File: src/rtl/div_pkg.sv
// div_pkg: shared types and constants for the sequential divider.
package div_pkg;

  // Default divisor/quotient/remainder width; the dividend is twice this.
  localparam int DEF_WIDTH = 8;

  // Width of the optional delivered-result counter.
  localparam int OP_CNT_W = 32;

  typedef enum logic [1:0] {
    IDLE = 2'd0,
    RUN  = 2'd1,
    DONE = 2'd2
  } state_t;

endpackage

File: src/rtl/div_step.sv
// div_step: one restoring-division iteration.
// Compares the partial remainder against the divisor at full WIDTH+1 bits,
// subtracts when it fits, and reports the quotient bit produced.
module div_step #(
  parameter int WIDTH = 8
) (
  input  logic [WIDTH:0]   rem,
  input  logic [WIDTH-1:0] divisor,
  output logic [WIDTH:0]   next_rem,
  output logic             qbit
);

  logic [WIDTH:0] divisor_ext;
  logic [WIDTH:0] diff;

  assign divisor_ext = {1'b0, divisor};
  assign diff        = rem - divisor_ext;

  // Restore (keep rem) when the divisor does not fit, otherwise take the difference.
  always_comb begin
    qbit     = 1'b0;
    next_rem = rem;
    if (rem >= divisor_ext) begin
      qbit     = 1'b1;
      next_rem = diff;
    end
  end

endmodule

File: src/rtl/seq_divider.sv
// seq_divider: iterative restoring unsigned divider, 2*WIDTH / WIDTH bits,
// one quotient bit per clock, valid/ready handshakes on both sides.
// Optional: define SEQ_DIVIDER_OP_COUNT_EN to add op_count, a wrapping
// count of delivered results (error results included).
//
// state | meaning
// IDLE  | waiting for operands; in_ready high
// RUN   | one shift/compare/subtract per cycle, WIDTH cycles total
// DONE  | result held on the outputs until out_ready
module seq_divider
  import div_pkg::*;
#(
  parameter int WIDTH = DEF_WIDTH
) (
  input  logic                 clk,
  input  logic                 rst,
  input  logic                 in_valid,
  output logic                 in_ready,
  input  logic [2*WIDTH-1:0]   dividend,
  input  logic [WIDTH-1:0]     divisor,
  output logic                 out_valid,
  input  logic                 out_ready,
  output logic [WIDTH-1:0]     quotient,
  output logic [WIDTH-1:0]     remainder,
  output logic                 div_by_zero,
  output logic                 overflow
`ifdef SEQ_DIVIDER_OP_COUNT_EN
  ,
  output logic [OP_CNT_W-1:0]  op_count
`endif
);

  localparam int CNT_W = $clog2(WIDTH + 1);

  state_t           state;
  logic [WIDTH:0]   rem_q;
  logic [WIDTH-1:0] low_q;
  logic [WIDTH-1:0] quo_q;
  logic [WIDTH-1:0] divisor_q;
  logic [CNT_W-1:0] cnt_q;

  logic [WIDTH-1:0] dividend_hi;
  logic [WIDTH-1:0] dividend_lo;
  logic             accept;
  logic             deliver;
  logic             in_error;
  logic             last_iter;
  logic [WIDTH:0]   rem_shift;
  logic [WIDTH:0]   step_rem;
  logic             step_qbit;
  logic [WIDTH-1:0] quo_next;

  assign dividend_hi = dividend[2*WIDTH-1:WIDTH];
  assign dividend_lo = dividend[WIDTH-1:0];

  // in_ready is a registered copy of (state == IDLE), so it doubles as the state qualifier.
  assign accept  = in_valid && in_ready;
  assign deliver = out_valid && out_ready;

  // A quotient wider than WIDTH bits shows up as the high dividend half already >= divisor.
  assign in_error = (divisor == '0) || (dividend_hi >= divisor);

  assign last_iter = (cnt_q == CNT_W'(1));

  // Next partial remainder: shift left, pulling in the next dividend bit, MSB first.
  assign rem_shift = {rem_q[WIDTH-1:0], low_q[WIDTH-1]};
  assign quo_next  = {quo_q[WIDTH-2:0], step_qbit};

  div_step #(
    .WIDTH (WIDTH)
  ) u_step (
    .rem      (rem_shift),
    .divisor  (divisor_q),
    .next_rem (step_rem),
    .qbit     (step_qbit)
  );

  // Working datapath: operand capture on accept, one iteration per RUN cycle.
  always_ff @(posedge clk) begin
    if (rst) begin
      rem_q     <= '0;
      low_q     <= '0;
      quo_q     <= '0;
      divisor_q <= '0;
      cnt_q     <= '0;
    end else if (state == IDLE) begin
      if (accept) begin
        rem_q     <= {1'b0, dividend_hi};
        low_q     <= dividend_lo;
        quo_q     <= '0;
        divisor_q <= divisor;
        cnt_q     <= CNT_W'(WIDTH);
      end
    end else if (state == RUN) begin
      rem_q <= step_rem;
      low_q <= {low_q[WIDTH-2:0], 1'b0};
      quo_q <= quo_next;
      cnt_q <= cnt_q - CNT_W'(1);
    end
  end

  // Control FSM with registered handshake and result outputs.
  always_ff @(posedge clk) begin
    if (rst) begin
      state       <= IDLE;
      in_ready    <= 1'b1;
      out_valid   <= 1'b0;
      quotient    <= '0;
      remainder   <= '0;
      div_by_zero <= 1'b0;
      overflow    <= 1'b0;
    end else begin
      unique case (state)
        IDLE: begin
          if (accept) begin
            in_ready <= 1'b0;
            if (in_error) begin
              // Errors skip the iterations; divide-by-zero wins over overflow.
              state       <= DONE;
              out_valid   <= 1'b1;
              quotient    <= '1;
              remainder   <= dividend_lo;
              div_by_zero <= (divisor == '0);
              overflow    <= (divisor != '0);
            end else begin
              state <= RUN;
            end
          end
        end
        RUN: begin
          if (last_iter) begin
            state       <= DONE;
            out_valid   <= 1'b1;
            quotient    <= quo_next;
            remainder   <= step_rem[WIDTH-1:0];
            div_by_zero <= 1'b0;
            overflow    <= 1'b0;
          end
        end
        DONE: begin
          // No bypass: a new operand pair is taken at the earliest one cycle later.
          if (out_ready) begin
            state     <= IDLE;
            out_valid <= 1'b0;
            in_ready  <= 1'b1;
          end
        end
        default: begin
          state     <= IDLE;
          in_ready  <= 1'b1;
          out_valid <= 1'b0;
        end
      endcase
    end
  end

`ifdef SEQ_DIVIDER_OP_COUNT_EN
  // Count every delivered result; wraps naturally at 2^OP_CNT_W.
  always_ff @(posedge clk) begin
    if (rst) begin
      op_count <= '0;
    end else if (deliver) begin
      op_count <= op_count + OP_CNT_W'(1);
    end
  end
`else
  logic unused_deliver;
  assign unused_deliver = deliver;
`endif

endmodule

File: config.mk
export PLATFORM = sky130hd
export DESIGN_NAME = seq_divider
export DESIGN_NICKNAME = d
export VERILOG_FILES = /design/src/rtl/div_pkg.sv /design/src/rtl/div_step.sv /design/src/rtl/seq_divider.sv
export SDC_FILE = /design/constraint.sdc
export NUM_CORES = 1
export LEC_CHECK = 0
export CORE_UTILIZATION = 54
export CTS_CLUSTER_SIZE = 30
export DETAILED_ROUTE_END_ITERATION = 10
export PLACE_DENSITY_LB_ADDON = 0.25
export SYNTH_ARGS = -nofsm -noshare
export SYNTH_HDL_FRONTEND = slang
export SYNTH_HIERARCHICAL = 1
export SYNTH_SLANG_ARGS = --single-unit
File: constraint.sdc
create_clock -name clk -period 3.2 [get_ports clk]
set_input_delay 0.64 -clock clk [delete_from_list [all_inputs] [get_ports clk]]
set_output_delay 0.64 -clock clk [all_outputs]
set_load 0.02 [all_outputs]
==> Word level (Yosys, flattened, before mapping) <==
Index checks and enable logic that the tools add are counted.
{ "word_totals": {"reg_bits": 57, "inputBits": 28, "out_inout_bits": 20, "wordCells": 78} }
{ "op_classes": {"n_addsub": 2, "magnitude_cmp": 2, "eq_ne": 7, "n_mux": 42, "bitwise": 1, "n_reduce_logical": 12} }
{ "op_table": {"columns": ["operator", "count"], "rows": [
  ["$mux W8", 13],
  ["$pmux W8 S2", 2],
  ["$mux W7", 3],
  ["$mux W1", 12],
  ["$mux W4", 3],
  ["$ge A9 B8 Y1", 1],
  ["$ge A8 B8 Y1", 1],
  ["$logic_not A8 Y1", 1],
  ["$mux W2", 4],
  ["$ne A2 B2 Y1 const B", 4],
  ["$reduce_and A4 Y1", 2],
  ["$reduce_bool A8 Y1", 1],
  ["$sub A8 B8 Y8", 1],
  ["$pmux W1 S3", 2],
  ["$pmux W2 S3", 1],
  ["$reduce_and A3 Y1", 2],
  ["$eq A4 B1 Y1 const B", 1],
  ["$pmux W1 S2", 2],
  ["$reduce_and A2 Y1", 2],
  ["$sub A4 B1 Y4 const B", 1],
  ["$eq A2 B1 Y1 const B", 1],
  ["$eq A2 B2 Y1 const B", 1],
  ["$logic_not A2 Y1", 1],
  ["$reduce_bool A2 Y1", 1],
  ["other kinds (3)", 3]
]} }

==> Logic depth before layout (Yosys ltp) <==
Gate-level depths: netlist (run 1).
{ "logic_depth": {"word_depth": 5, "mapped_depth": 11, "mapped_depth_nobuf": 11} }

==> Hierarchy <==
The synthesis (run 1) kept the hierarchy.
{ "by_module_without_submodules": {"columns": ["module", "n_inst", "cells_each", "area_each_um2", "seq_area_each_um2"], "rows": [
  ["seq_divider", 1, 319, 2683.8, 1141.1],
  ["div_step", 1, 76, 546.8, 0.0]
]} }

==> Least setup slack after synthesis (run 1) <==
No wires, ideal clock.
{ "synth_path": {"kind": "flip-flop to flip-flop", "startpoint": "reg divisor_q[4]", "endpoint": "reg remainder[4]", "setup_time_ns": 0.123, "arrival_time_ns": 2.405, "t_required_ns": 3.077, "slack_ns": 0.671, "stages_incl_launch_ff": 12, "n_path_buf": 1, "synth_period_minus_slack_ns": 2.529, "path_cell_list": "dfxtp_1 -> inv_1 -> ha_1 -> a21o_1 -> o21bai_1 -> a211o_1 -> or2_1 -> buf_6 -> mux2_4 -> nand2_1 -> a21oi_1 -> mux2_1"} }
{ "synth_between": {"elab_chain_cells": 4, "word_cells_on_any_way": 5, "classes_between": "1 x add/sub; 1 x order compare; 3 x mux"} }
{ "synth_lines": {"columns": ["item", "line_no", "source"], "rows": [
  ["from (decl)", "seq_divider.sv:39", "logic [WIDTH-1:0] divisor_q;"],
  ["from (signal assigned)", "seq_divider.sv:91", "divisor_q <= divisor;"],
  ["$sub A8 B8 Y8 or $ge A9 B8 Y1 (tied branches)", "div_step.sv:17, div_step.sv:23", null],
  ["$mux W8 *", "div_step.sv:23", "if (rem >= divisor_ext) begin"],
  ["named net step_rem[4]", "seq_divider.sv:49", "logic [WIDTH:0] step_rem;"],
  ["$mux W8 *", "seq_divider.sv:131", "if (last_iter) begin"],
  ["$pmux W8 S2 *", "seq_divider.sv:113", "unique case (state)"],
  ["to (signal assigned)", "seq_divider.sv:122", "remainder <= dividend_lo;"],
  ["to (signal assigned)", "seq_divider.sv:135", "remainder <= step_rem[WIDTH-1:0];"],
  ["to (decl)", "seq_divider.sv:24", "output logic [WIDTH-1:0] remainder,"]
]} }
Mark *: on every way through the listed nets, which the timed path passes. The rest lies on a longest branch. The select of a mux whose other input is x is not followed.
A chain may end at the register's enable or synchronous reset.

==> Worst setup path in the final report (run 1) <==
{ "layout_path": {"startpoint": "reg divisor_q[1]", "endpoint": "reg remainder[3]"} }
Same word-level chain as after synthesis.

==> reports/qor.yml, run 1 <==
outcome: "completed"
cts.sinks: 57
maximum_number_of_pins_on_one_net_before_global_route_repair: 46
timing.hold.worst.class: "flip-flop to flip-flop"
placeableCoreArea_mm2: 0.005608
chipHeight_um: 78.79
cts.path.max_buffers: 2
report.final.slew_viol_count: 0
total_power_mw: 4.331
cpPeakStageDelay_ns: 0.46
avgRoutedWirePerCell_um: 15.55
max_slew_margin: 0.4459
clock.fmax_ghz: 0.3327
globalRoute.busiestLayer: "met2"
criticalPathCategory: "flip-flop to flip-flop"
internal-power_mw: 2.376
routed_via_density: 5.857
synth_to_final_area_change_pct: 20.94
setup-tns-final_ns: 0
yosysWarnings: 6
maxCapViolations: 0
iteration_0_drc_markers: 199
cts.reportedPaths.clkPinSlew_ns: 0.07
ff_latch_area_mm2: 0.001141
grt_setup_unrepaired: "no"
clock_insertion_delay_worst_skew_ns: 0.33
detailed_place_hpwl_mm: 5.406
path_cells: "inv_1, ha_1, nand2b_1, a211oi_1, a22o_1, or2_1, mux2_4, nand2_1, a21oi_1, mux2_1"
drt.antenna.violating_nets: 0
fin_nets: 475
startpoint_type: "flip-flop"
start_util: 0.5678
arrival_ns: 3.23
tritoncts_buffer_count: 9
antennaDiodeCount: 0
period_minus_slack_ns: 3.006
worst-slew-pin-transition_ns: 0.8312
timing.final.hold_violations: 0
die-area_mm2: 0.006208
share_clk_of_total_power: 0.149
fp.dieW_um: 78.79
count_of_cells_resized_by_post_cts_repair: 0
post_cts_buffers: 0
root_buffer: "sky130_fd_sc_hd__clkbuf_8"
seq_power_share: 0.270
drt_pass1_iterations: 5
netlist_instances: 388
boundaryPins: 48
worst_clock_skew_ns: 0.006139
count_of_port_buffers_added_during_placement: 47
groute.layer.met2.usage: 0.4174
netlist_area_mm2: 0.003184
globalplace.congestion: 0.8500
switchingPower_mw: 1.955
total_track_usage: 0.2685
vias_after_detailed_routing: 2952
setup_viol: 0
h-tree-depth: 3
critPathRequiredTime_ns: 3.42
finalCritPeriodShare: 0.9393
met1_usage: 0.3608
cp_slowest_cell: "sky130_fd_sc_hd__a211oi_1"
cts_hold_buf: 0
power_switching_share: 0.4514
drive_above_1_share: 0.1019
drc_errors: 0
fp-row-count: 27
first_global_vias: 2750
tritoncts: "yes"
synthesized_netlist_net_count: 435
grt_antenna_before_repair: 0
critical_path.max_fanout: 9
overflow: 0
syn-mean-instance-area_um2: 8.207
multi_input_comb_area_mm2: 0.001794
comb_power_share: 0.581
gr_util_met3: 0.04598
first_pass_grt_wire_length_mm: 12.85
fillers: 480
power_density_mw_per_mm2: 1125
drt_wl_total_mm: 7.836
setup.worst_path.end_class: "flip-flop"
ir_drop_uv: 817.4
p_leak_nw: 1.555
placed cells by master, fill, tap and decap left out, types with 3 or more instances in the layout:
master	instances
sky130_fd_sc_hd__nand2_1	54
sky130_fd_sc_hd__nor2_1	32
sky130_fd_sc_hd__buf_4	7
sky130_fd_sc_hd__clkdlybuf4s50_1	46
sky130_fd_sc_hd__clkinv_2	3
sky130_fd_sc_hd__a21oi_1	30
sky130_fd_sc_hd__dfxtp_1	57
sky130_fd_sc_hd__o21ai_0	20
sky130_fd_sc_hd__nand3_1	3
sky130_fd_sc_hd__ha_1	18
sky130_fd_sc_hd__xnor2_1	3
sky130_fd_sc_hd__o21a_1	3
sky130_fd_sc_hd__a311oi_1	16
sky130_fd_sc_hd__nor3_1	13
sky130_fd_sc_hd__nor4_1	4
sky130_fd_sc_hd__a22oi_1	8
sky130_fd_sc_hd__nor2b_1	10
sky130_fd_sc_hd__clkbuf_8	9
sky130_fd_sc_hd__a211oi_2	8
sky130_fd_sc_hd__mux2_4	3
sky130_fd_sc_hd__inv_1	33
sky130_fd_sc_hd__a211oi_1	3
sky130_fd_sc_hd__nand2b_1	3
sky130_fd_sc_hd__mux2_1	8
layer usage:
layer	vias up	wire length, µm
met1	1400	3710
met2	107	3493
li1	1430	-
met4	0	176
met5	-	0
met3	15	455
worst max-delay path, delay by kind of cell (launching register included):
family | cells | cell delay (ns)
multiplexers | 2 | 0.68
buffers and inverters | 1 | 0.06
flip-flops | 1 | 0.40
adder cells (fa/ha/maj) | 1 | 0.30
AND/OR/NAND/NOR | 3 | 0.61
AO/OA/AOI/OAI | 3 | 0.83
worst paths after layout:
check / from / depth (start not counted) / slack (ns) / endpoint
max: divisor_q[1] / 10 / 0.19 / remainder[3]
min reg2reg: divisor_q[2] / 2 / 0.46 / divisor_q[2]
max reg2reg: divisor_q[1] / 10 / 0.19 / remainder[3]
min: divisor_q[2] / 2 / 0.46 / divisor_q[2]
registers in the layout (all words and copies together), names as in the netlist, 2 cells and up:
signal,count
cnt_q,4
divisor_q,8
low_q,8
quo_q,7
quotient,8
rem_q,8
remainder,8
state,2
per-stage QoR:
| stage | cells | instance area, µm² | utilization | worst slack, ns | hold WS (ns) |
|---|---|---|---|---|---|
| 2_1_floorplan | 388 | 3184 | - | 0.6812 | 0.4363 |
| 3_3_place_gp | 489 | 3667 | 0.6539 | 0.2834 | 0.4449 |
| 3_5_place_dp | 489 | 3667 | 0.6539 | 0.2004 | 0.4468 |
| 4_1_cts | 504 | 3851 | 0.6867 | 0.2782 | 0.4563 |
| 5_1_grt | 504 | 3851 | 0.6867 | 0.1073 | 0.4874 |
| 6_report | 504 | 3851 | 0.6867 | 0.1944 | 0.4568 |
power groups by stage:
stage	clock, mW	sequential, mW	combinational [mW]
5_1_grt	0.692	1.20	2.72
6_report	0.646	1.17	2.52
3_5_place_dp	0	1.18	2.46
4_1_cts	0.655	1.17	2.48
2_1_floorplan	0	1.26	1.73
3_3_place_gp	0	1.17	2.39
final cells by class:
class / instances / share of cell area
clock buffers: 9 / 0.03216
clock inverters: 6 / 0.01559
inverters: 33 / 0.03216
multi-input cells: 273 / 0.4659
flip-flops and latches: 57 / 0.2963
well taps: 72 / 0.02339
repair buffers: 54 / 0.1345
Note: power is estimated with default switching activity, not from simulation.
==> run 2: changes to the inputs <==
Settings changed: ABC_AREA from default to 1, CORE_UTILIZATION 54 to 55.
==> run 2 against run 1 <==
Clock-buffer cell count increased by 2. Synthesized cell count up 28%. Total power is 9.0% higher. Flip-flop and latch count is the same. Clock skew is 0.0024 ns higher. Global-route usage increased by 0.69 points. Sequential share of layout area shrank 1.2 points. Clock power is 7.4% higher. Area after synthesis is 3.5% higher. Register-to-register slack better by 0.81 ns. Largest cell class unchanged. Highest routed layer unchanged.
==> reports/qor.yml, run 2 <==
outcome: "completed"
cts.sinks: 57
detailed_place_hpwl_mm: 5.766
yosysWarnings: 6
setup_viol: 0
worst-slew-pin-transition_ns: 0.4227
period_minus_slack_ns: 2.395
synthesized_netlist_net_count: 542
report.final.slew_viol_count: 0
maximum_number_of_pins_on_one_net_before_global_route_repair: 35
grt_setup_unrepaired: "no"
cts.path.max_buffers: 2
setup-tns-final_ns: 0
critPathRequiredTime_ns: 3.43
criticalPathCategory: "input port to flip-flop"
grt_antenna_before_repair: 0
critical_path.max_fanout: 17
startpoint_type: "input port"
syn-mean-instance-area_um2: 6.660
worst_clock_skew_ns: 0.008496
fin_nets: 588
mostFrequentLayoutCell: "sky130_fd_sc_hd__nand2_1"
finish.instance_area_mm2: 0.004019
antennaDiodeCount: 0
drc_errors: 0
finalCritPeriodShare: 0.7484
first_pass_grt_wire_length_mm: 13.47
globalplace.congestion: 0.8719
die-area_mm2: 0.006308
avgRoutedWirePerCell_um: 12.90
p_leak_nw: 1.903
h-tree-depth: 3
iteration_0_drc_markers: 193
vias_after_detailed_routing: 3279
arrival_ns: 2.63
count_of_cells_resized_by_post_cts_repair: 0
boundaryPins: 48
cts_hold_buf: 0
netlist_instances: 495
drt_wl_total_mm: 7.970
chipHeight_um: 79.43
max_slew_margin: 0.7175
count_of_port_buffers_added_during_placement: 47
cts.reportedPaths.clkPinSlew_ns: 0.07
drt.antenna.violating_nets: 0
first_global_vias: 3008
netlist_area_mm2: 0.003297
timing.hold.worst.class: "flip-flop to flip-flop"
most-common-layout-cells: "sky130_fd_sc_hd__nand2_1, sky130_fd_sc_hd__inv_1, sky130_fd_sc_hd__dfxtp_1, sky130_fd_sc_hd__nor2_1, sky130_fd_sc_hd__clkdlybuf4s50_1"
maxCapViolations: 0
fp.dieW_um: 79.43
ir_drop_uv: 565.2
tritoncts_buffer_count: 9
power_density_mw_per_mm2: 1174
post_cts_buffers: 0
placed_area_mm2: 0.003814
setup.worst_path.end_class: "flip-flop"
total_power_mw: 4.719
timing.final.hold_violations: 0
clock.fmax_ghz: 0.4176
total_track_usage: 0.2754
final_core_density: 0.7124
drt_pass1_iterations: 6
overflow: 0
synth_to_final_area_change_pct: 21.90
drive_above_1_share: 0.07143
fillers: 446
fp-row-count: 27
placeableCoreArea_mm2: 0.005642
routed_via_density: 5.306
root_buffer: "sky130_fd_sc_hd__clkbuf_8"
tritoncts: "yes"
start_util: 0.5844
clock_insertion_delay_worst_skew_ns: 0.34
[run 2: changes by cell type in the layout (fill, tap and decap cells not counted), moves of 13 or more]
cell / previous run / this run
sky130_fd_sc_hd__nand2_1: 54 / 166
sky130_fd_sc_hd__nand4_1: 0 / 13
sky130_fd_sc_hd__inv_1: 33 / 59
sky130_fd_sc_hd__a311oi_1: 16 / 0
sky130_fd_sc_hd__a31oi_1: 1 / 15
sky130_fd_sc_hd__nor2_1: 32 / 53
[run 2: metrics by stage]
step / hold slack (ns) / worst slack [ns] / instances
2_1_floorplan: 0.4409 / 1.200 / 495
3_3_place_gp: 0.4502 / 0.5427 / 602
3_5_place_dp: 0.4581 / 0.4970 / 602
4_1_cts: 0.4677 / 0.8075 / 618
5_1_grt: 0.5005 / 0.6544 / 618
6_report: 0.4665 / 0.8051 / 618
[run 2: final cells by class]
| cell class | instances | area (µm²) | share of cell area |
|---|---|---|---|
| multi-input cells | 357 | 1842 | 0.4583 |
| flip-flops and latches | 57 | 1141 | 0.2839 |
| repair buffers | 50 | 493.0 | 0.1227 |
| inverters | 66 | 247.7 | 0.06164 |
| clock buffers | 11 | 141.4 | 0.03518 |
| well taps | 72 | 90.09 | 0.02242 |
| clock inverters | 5 | 63.81 | 0.01588 |
[run 2: layer usage]
| layer | wire (µm) | global-route usage |
|---|---|---|
| met5 | 0 | 0 |
| met4 | 171 | 0.1018 |
| met3 | 432 | 0.05257 |
| met2 | 3850 | 0.4564 |
| met1 | 3514 | 0.3528 |
[run 2: critical path: stages]
cell,delay (ns)
sky130_fd_sc_hd__clkdlybuf4s50_1,0.45
sky130_fd_sc_hd__inv_1,0.06
sky130_fd_sc_hd__ha_1,0.29
sky130_fd_sc_hd__nand2_1,0.09
sky130_fd_sc_hd__inv_1,0.04
sky130_fd_sc_hd__a21oi_1,0.18
sky130_fd_sc_hd__nand4_1,0.21
sky130_fd_sc_hd__o21bai_4,0.41
sky130_fd_sc_hd__nand2_1,0.12
sky130_fd_sc_hd__nand2_1,0.08
sky130_fd_sc_hd__nor2_1,0.04
[run 2: worst paths after layout]
path	from	to	slack, ns	cells after the start
min	quo_q[6]	quo_q[6]	0.47	2
min reg2reg	quo_q[6]	quo_q[6]	0.47	2
max reg2reg	divisor_q[6]	remainder[4]	1.00	12
max	divisor[7]	remainder[7]	0.81	11
[run 2: where the power goes]
part | internal [mW] | total, mW | switching, mW
logic | 0.983 | 2.85 | 1.87
registers | 1.00 | 1.18 | 0.174
clock network | 0.386 | 0.694 | 0.308
total | 2.37 | 4.72 | 2.35
